`src/rtl/riscv_pkg.sv`:
```
// Shared fetch-stage definitions: FSM encoding, NOP constant, base opcodes.
package riscv_pkg;

    typedef enum logic [1:0] {
        StIdle  = 2'd0,
        StReq   = 2'd1,
        StHold  = 2'd2,
        StFault = 2'd3
    } fetch_state_e;

    // addi x0, x0, 0
    localparam logic [31:0] NopInstr = 32'h0000_0013;

    localparam logic [6:0] OpLoad   = 7'b0000011;
    localparam logic [6:0] OpImm    = 7'b0010011;
    localparam logic [6:0] OpStore  = 7'b0100011;
    localparam logic [6:0] OpReg    = 7'b0110011;
    localparam logic [6:0] OpBranch = 7'b1100011;
    localparam logic [6:0] OpJal    = 7'b1101111;

endpackage

```
`src/rtl/pc_next.sv`:
```
// Next-PC selection: sequential pc+4 or redirect target, plus target alignment check.
// Optional feature macro: IFETCH_MISALIGN_CHECK_EN (flag misaligned targets instead of
// silently clearing the low two bits).
module pc_next (
    input  logic [31:0] pc,
    input  logic        pcsrc,
    input  logic [31:0] pc_target,
    output logic [31:0] pc_plus4,
    output logic [31:0] next_pc,
    output logic        misaligned
);

    assign pc_plus4 = pc + 32'd4;

`ifdef IFETCH_MISALIGN_CHECK_EN
    assign next_pc    = pcsrc ? pc_target : pc_plus4;
    assign misaligned = pcsrc & (pc_target[1:0] != 2'b00);
`else
    // Low bits are dropped on load, so a misaligned redirect can never occur.
    logic unused_tgt_lsbs;
    assign unused_tgt_lsbs = ^pc_target[1:0];
    assign next_pc         = pcsrc ? {pc_target[31:2], 2'b00} : pc_plus4;
    assign misaligned      = 1'b0;
`endif

endmodule

```
`src/rtl/instr_fetch.sv`:
```
// Single-outstanding instruction fetch stage: request, capture, hold until consumed.
// Optional feature macro: IFETCH_MISALIGN_CHECK_EN (misaligned redirect enters a sticky
// FAULT state).
module instr_fetch
    import riscv_pkg::*;
#(
    parameter logic [31:0] RESET_PC = 32'h0000_0000
) (
    input  logic        sys_clk,
    input  logic        sys_rst_n,
    output logic        imem_req,
    output logic [31:0] imem_addr,
    input  logic        imem_ack,
    input  logic [31:0] imem_rdata,
    output logic        instr_valid,
    input  logic        instr_ready,
    input  logic        pcsrc,
    input  logic [31:0] pc_target,
    output logic [31:0] instr,
    output logic [31:0] pc,
    output logic [31:0] pc_plus4,
    output logic        fault
);

    fetch_state_e state_q, state_d;
    logic [31:0]  pc_q, pc_d;
    logic [31:0]  instr_q, instr_d;
    logic [31:0]  next_pc;
    logic         misaligned;

    pc_next u_pc_next (
        .pc         (pc_q),
        .pcsrc      (pcsrc),
        .pc_target  (pc_target),
        .pc_plus4   (pc_plus4),
        .next_pc    (next_pc),
        .misaligned (misaligned)
    );

    // Next-state logic; acks outside StReq and redirects outside a consume cycle are ignored.
    always_comb begin
        state_d = state_q;
        pc_d    = pc_q;
        instr_d = instr_q;
        case (state_q)
            StIdle: state_d = StReq;
            StReq: begin
                if (imem_ack) begin
                    instr_d = imem_rdata;
                    state_d = StHold;
                end
            end
            StHold: begin
                if (instr_ready) begin
                    pc_d    = next_pc;
                    state_d = misaligned ? StFault : StReq;
                end
            end
            StFault: state_d = StFault;
            default: state_d = StIdle;
        endcase
    end

    // State registers with synchronous active-low reset.
    always_ff @(posedge sys_clk) begin
        if (!sys_rst_n) begin
            state_q <= StIdle;
            pc_q    <= RESET_PC;
            instr_q <= NopInstr;
        end else begin
            state_q <= state_d;
            pc_q    <= pc_d;
            instr_q <= instr_d;
        end
    end

    // Outputs decode directly from registered state.
    always_comb begin
        imem_req    = (state_q == StReq);
        imem_addr   = pc_q;
        instr_valid = (state_q == StHold);
        instr       = instr_q;
        pc          = pc_q;
`ifdef IFETCH_MISALIGN_CHECK_EN
        fault       = (state_q == StFault);
`else
        fault       = 1'b0;
`endif
    end

endmodule

```
`config.mk`:
```
export PLATFORM = sky130hd
export DESIGN_NAME = instr_fetch
export DESIGN_NICKNAME = d
export VERILOG_FILES = /design/src/rtl/riscv_pkg.sv /design/src/rtl/pc_next.sv /design/src/rtl/instr_fetch.sv
export SDC_FILE = /design/constraint.sdc
export NUM_CORES = 1
export LEC_CHECK = 0
export CAP_MARGIN = 5
export CORE_ASPECT_RATIO = 0.9
export CORE_UTILIZATION = 41
export CTS_BUF_LIST = sky130_fd_sc_hd__clkbuf_16
export DETAILED_ROUTE_END_ITERATION = 10
export PLACE_DENSITY = 0.81
export SYNTH_ARGS = -nofsm -noshare
export SYNTH_HDL_FRONTEND = slang
export SYNTH_HIERARCHICAL = 1
export SYNTH_SLANG_ARGS = --single-unit
```
`constraint.sdc`:
```
create_clock -name sys_clk -period 3.05 [get_ports sys_clk]
set_input_delay 0.61 -clock sys_clk [delete_from_list [all_inputs] [get_ports sys_clk]]
set_output_delay 0.61 -clock sys_clk [all_outputs]
set_load 0.02 [all_outputs]
```
==> results.json, run 1 <==
{
  "path_max_fanout": 7,
  "final-setup-viol-count": 0,
  "pre_cts_slack_ps": 96.3,
  "worstMarginPinSlew_ps": 597,
  "netlist_area_um2": 4080,
  "setup_slack_ps": 48.9,
  "p_per_area_nw_per_um2": 367,
  "grt_overflow": 0,
  "dp.final_hpwl_mm": 8.90,
  "reg2reg_to": "imem_addr[20]",
  "syn-instance-count": 499,
  "cts_tree": "yes",
  "fin_crit_sh_pct": 98.4,
  "maxSlewHeadroom_pct": 60.2,
  "maxCapViolCount": 0,
  "wl_per_cell_um": 14.6,
  "root_buffer": "clkbuf_16",
  "synth.largest_area_cell": "dfxtp_1",
  "crit_type": "reg -> out",
  "cp.required_ps": 2440,
  "max_freq_mhz": 333,
  "synth.most_common_cell": "nand2_1",
  "cp_cell_sequence": "buf_4, nand4_1, nor4_2, buf_4, xor2_1, clkdlybuf4s50_1",
  "grt_max_degree": 74,
  "p_leak_nw": 2.52,
  "start_kind": "register",
  "drt.antenna.violating_nets": 0,
  "via_per_inst": 5.12,
  "cts_sinks": 66,
  "clk_latency_ps": 330,
  "dieArea_um2": 10400,
  "postLayoutCellArea_um2": 6340,
  "drc": 0,
  "num_vias": 4129,
  "hold_path.class": "reg -> reg",
  "cp-startpoint": "imem_addr[13]",
  "end_kind": "primary output",
  "start_util_pct": 42.3,
  "period_needed_ps": 3000,
  "cp.arrival_ps": 2390,
  "synth_seq_area_share_pct": 32.4,
  "r2r_slack_ps": 980,
  "grt_pass1_wl_mm": 19.2,
  "hold_viol": 0,
  "dieHeight_um": 96.6,
  "antenna_found_initial": 0,
  "syn-num-nets": 569,
  "first_global_vias": 4036,
  "ys_warn_count": 6,
  "ys_top_cells_by_area": "dfxtp_1 (32%), mux2i_1 (15%), nand2_1 (13%)",
  "num_rows": 34,
  "clk_path_buf_depth": 2,
  "syn_area_per_cell_um2": 8.18,
  "diodes": 0,
  "path_clk_slew_ps": 60,
  "io_buffer_count": 196,
  "synth_top_area_share_pct": 32.4,
  "place_congestion": 0.790,
  "max_stage_delay_ps": 630,
  "drtPass1Iterations": 4,
  "layout.nets": 746,
  "grt_util_all_layers_pct": 23.1,
  "ys_top_cells_by_count": "nand2_1 (146), dfxtp_1 (66), mux2i_1 (61)",
  "die_x_um": 107,
  "synthArstFlopShare_pct": 0,
  "ys_types": 43,
  "clock_skew_ps": 8.31,
  "core_region_area_um2": 9660,
  "postCtsHoldBufs": 0,
  "dpl_cell_area_um2": 6020,
  "syn_to_final_growth_pct": 55.3,
  "peakVddDrop_mv": 0.291,
  "rsz0062_at_grt": "true",
  "endpoint": "pc_plus4[17]",
  "ioPinCount": 200,
  "drt_iter0_markers": 139,
  "numCtsBuffers": 9,
  "cp_common_cell": "buf_4",
  "r2r_cells": 7,
  "drive_gt1_share_pct": 11.9,
  "cpMaxStageDelayCell": "clkdlybuf4s50_1",
  "ys_ff_latch": 66,
  "ys.flop_type": "dfxtp_1",
  "status": "complete, no violations",
  "hold_start": "instr[17]",
  "routed_wl_mm": 11.8,
  "r2r_start": "imem_addr[6]",
  "synth-edff-count": 0,
  "slew_violations": 0,
  "htree_levels": 3
}
## cells in the final DEF (no fill, tap or decap), drive strengths merged, types with 10 or more instances in the layout
cell type | netlist | layout
clkdlybuf4s50 | 0 | 179
nand2 | 146 | 146
dfxtp | 66 | 66
mux2i | 61 | 61
buf | 50 | 39
nor2 | 16 | 16
mux2 | 15 | 15
xnor2 | 11 | 11
nand3 | 11 | 11
inv | 9 | 10
dlygate4sd2 | 0 | 10
nand4 | 10 | 10
a31oi | 10 | 10
## per-layer routing
layer	GRT usage, %	vias to the layer above	routed length, um
met5	0	-	0
met3	7.14	17	1070
met2	41.3	173	5850
met1	26.2	1925	4690
met4	6.64	0	181
li1	-	2014	-
## flip-flops by register name, summed over array words and instances (netlist names)
register and count:
imem_addr 32, instr 32, state_q 2
## repair_timing
item	in CTS	in global routing
pin swaps	1	0
buffers inserted	0	0
setup endpoints to repair	11	8
gates resized for setup	15	7
## how the worst min path moves through the flow
stage / cells after the start / slack [ps] / end
3_3_place_gp: 2 / 440 / instr[26]
6_report: 2 / 460 / instr[17]
2_1_floorplan: 2 / 520 / state_q[1]
3_5_place_dp: 2 / 450 / instr[24]
4_1_cts: 2 / 460 / instr[31]
5_1_grt: 2 / 480 / instr[30]
## stage by stage
stage / cells / hold WS, ps / utilization [%] / setup TNS (ps) / total power [mW]
after floorplan: 499 / 525 / - / 0 / 1.15
after global placement: 791 / 441 / 62.3 / 0 / 1.32
after detailed placement: 791 / 449 / 62.3 / 0 / 1.33
after CTS: 807 / 461 / 65.4 / 0 / 2.35
after global routing: 807 / 478 / 65.6 / -141 / 2.42
final: 807 / 455 / 65.6 / 0 / 2.33
## worst max-delay path, delay by kind of cell (launching register included)
| kind | cells | cell delay, ps |
|---|---|---|
| xor gates and xnor gates | 1 | 170 |
| buffers and inverters | 3 | 980 |
| DFF | 1 | 330 |
| and+or+nand+nor | 2 | 580 |
## logic make-up after synthesis
family                   after synthesis  synth area share (%)
AND/OR/NAND/NOR                      228                  25.8
AO/OA/AOI/OAI                         30                  5.31
flip-flops                            66                  32.4
buffers and inverters                 78                  13.0
other                                  2                 0.184
multiplexers                          76                  19.1
XOR/XNOR                              18                  3.86
adder cells (fa/ha/maj)                1                 0.307
## cell type report
type                       instances  area, um2
clock buffer                       9        225
clock inverter                     7       71.3
fill                             817       3320
inverter                          10       37.5
multi-input combinational        355       2250
sequential                        66       1320
tap                              126        158
timing repair buffer             234       2270
## report_power, final
group          switching, mW  leakage (nW)  internal (mW)
clock                  0.386         0.143          0.630
sequential            0.0221         0.536          0.894
combinational          0.181          1.84          0.212
total                  0.590          2.52           1.74
Note: power is estimated with default switching activity, not from simulation.
==> run 2: changes to the inputs <==
- CORE_ASPECT_RATIO: 0.9 -> 0.8
- GPL_ROUTABILITY_DRIVEN: not set -> 0
==> run 2 against run 1 <==
Non-clock buffer count grew 1. Flip-flop and latch count is the same. Combinational power rose by 2%. Via count up 0.70%. Critical path type unchanged. First-iteration DRC count increased by 47%. Worst hold slack gained 3.8 ps. Core utilization grew 0.70 points. Routed wire length grew 3.0%. Largest cell class unchanged.
==> results.json, run 2 (synthesis results as in run 1) <==
{
  "ioPinCount": 200,
  "end_kind": "primary output",
  "cp_top_family": "simple AND/OR/NAND/NOR gates",
  "first_global_vias": 3979,
  "seq_power_share_pct": 37.9,
  "syn_to_final_growth_pct": 56.9,
  "drt.antenna.violating_nets": 0,
  "drt_iter0_markers": 205,
  "clk_path_buf_depth": 2,
  "wl_per_cell_um": 14.8,
  "peakVddDrop_mv": 0.302,
  "routed_wl_mm": 12.1,
  "drtPass1Iterations": 4,
  "path_clk_slew_ps": 60,
  "fin_crit_sh_pct": 96.5,
  "switchingPower_uw": 592,
  "max_stage_delay_ps": 610,
  "htree_levels": 3,
  "num_rows": 32,
  "dieHeight_um": 91.2,
  "antenna_found_initial": 0,
  "cts_tree": "yes",
  "p_per_area_nw_per_um2": 378,
  "hold_viol": 0,
  "slew_violations": 0,
  "layout.nets": 747,
  "clock_skew_ps": 8.05,
  "io_buffer_count": 196,
  "max_freq_mhz": 340,
  "worstMarginPinSlew_ps": 734,
  "grt_overflow": 0,
  "drive_gt1_share_pct": 12.2,
  "die_x_um": 114,
  "dp_cells": 801,
  "num_vias": 4158,
  "dieArea_um2": 10400,
  "clk_latency_ps": 330,
  "grt_pass1_wl_mm": 19.5,
  "start_util_pct": 42.3,
  "maxCapViolCount": 0,
  "path_buf_inv": 1,
  "pre_cts_slack_ps": 83.2,
  "finalSetupTns_ps": 0,
  "diodes": 0,
  "root_buffer": "clkbuf_16",
  "cpMaxStageDelayCell": "or4_4",
  "cts_sinks": 66,
  "maxSlewHeadroom_pct": 51.1,
  "status": "complete, no violations",
  "start_kind": "register",
  "cp_cell_sequence": "nand3_2, or4_4, or4_1, nand2_1, dlygate4sd2_1",
  "switching_share_pct": 24.5,
  "comb_power_share_pct": 16.5,
  "hold_path.class": "reg -> reg",
  "rsz0062_at_grt": "false",
  "p_int_mw": 1.82,
  "final_common_cell": "clkdlybuf4s50_1",
  "setup_slack_ps": 107,
  "postCtsHoldBufs": 0,
  "crit_type": "reg -> out",
  "final_cell_mix": "clkdlybuf4s50_1 (175), nand2_1 (146), dfxtp_1 (66), mux2i_1 (61), buf_4 (37)",
  "via_per_inst": 5.08,
  "drc": 0,
  "period_needed_ps": 2940,
  "final_cell_count_no_fill": 818,
  "cp.arrival_ps": 2330,
  "path_max_fanout": 8,
  "dp.final_hpwl_mm": 9.05,
  "final-setup-viol-count": 0,
  "final.hold.worst_slack_ps": 459,
  "p_leak_nw": 2.62,
  "cp.required_ps": 2440,
  "core_region_area_um2": 9650,
  "grt_util_all_layers_pct": 23.8,
  "grt_max_degree": 77,
  "numCtsBuffers": 9,
  "clkPwrFrac_pct": 45.6
}
[run 2: changes by cell type in the layout (fill, tap and decap cells not counted)]
cell             change
clkdlybuf4s50_1      -4
nor4_2               +1
o21ai_1              +1
clkinv_4             +1
o31ai_1              +1
dlymetal6s2s_1       +4
clkinvlp_4           -2
o21ai_0              -1
buf_12               +1
bufinv_16            +1
o31ai_2              -1
nor4_1               -1
clkbuf_2             +1
clkdlybuf4s15_1      -1
[run 2: per-stage QoR]
stage          total power, mW  util, %  area [um2]
2_1_floorplan             1.15        -        4080
5_1_grt                   2.51     66.3        6400
3_5_place_dp              1.34     62.6        6040
6_report                  2.42     66.3        6400
4_1_cts                   2.44     66.1        6370
3_3_place_gp              1.32     62.6        6040
[run 2: path summary, 6_finish.rpt]
check,from,end,slack [ps],cells after the start
max,imem_addr[10],pc_plus4[27],110,5
min,instr[25],instr[25],460,2
max reg2reg,imem_addr[6],imem_addr[20],930,7
min reg2reg,instr[25],instr[25],460,2
[run 2: timing repair]
item,CTS,global route
endpoints found under the setup margin,14,10
endpoints found under the hold margin,0,0
gates resized for setup,16,12
setup buffers,1,0
pin swaps,1,0
cloned,0,0
[run 2: area by class of cell]
| class | instances | area, um2 |
|---|---|---|
| Fill cell | 782 | 3250 |
| Timing Repair Buffer | 235 | 2290 |
| Multi-Input combinational cell | 355 | 2260 |
| Sequential cell | 66 | 1320 |
| Clock buffer | 9 | 225 |
| Tap cell | 136 | 170 |
| Clock inverter | 7 | 95.1 |
| Inverter | 10 | 37.5 |
[run 2: worst min-delay path: cells and delay by family, from the launching register on]
family / cells / cell delay, ps
DFF: 1 / 310
muxes: 1 / 50
and+or+nand+nor: 1 / 50
[run 2: routing by layer]
| layer | track usage (%) | wire length [um] | vias up |
|---|---|---|---|
| met3 | 7.88 | 974 | 10 |
| li1 | - | - | 2027 |
| met4 | 5.92 | 123 | 0 |
| met5 | 0 | 0 | - |
| met1 | 28.5 | 5070 | 1973 |
| met2 | 40.8 | 5980 | 148 |
[run 2: power by group through the flow]
stage               sequential [mW]  combinational, mW  clock, mW
floorplan                     0.968              0.181          0
finish                        0.916              0.400       1.10
CTS                           0.916              0.402       1.12
detailed placement            0.934              0.401          0
global placement              0.932              0.392          0
global route                  0.920              0.429       1.16
==> run 3: changes to the inputs <==
- CAP_MARGIN: 5 -> not set
==> results of run 3 <==
The final DEF is identical to that of run 2; final timing and power are the same.
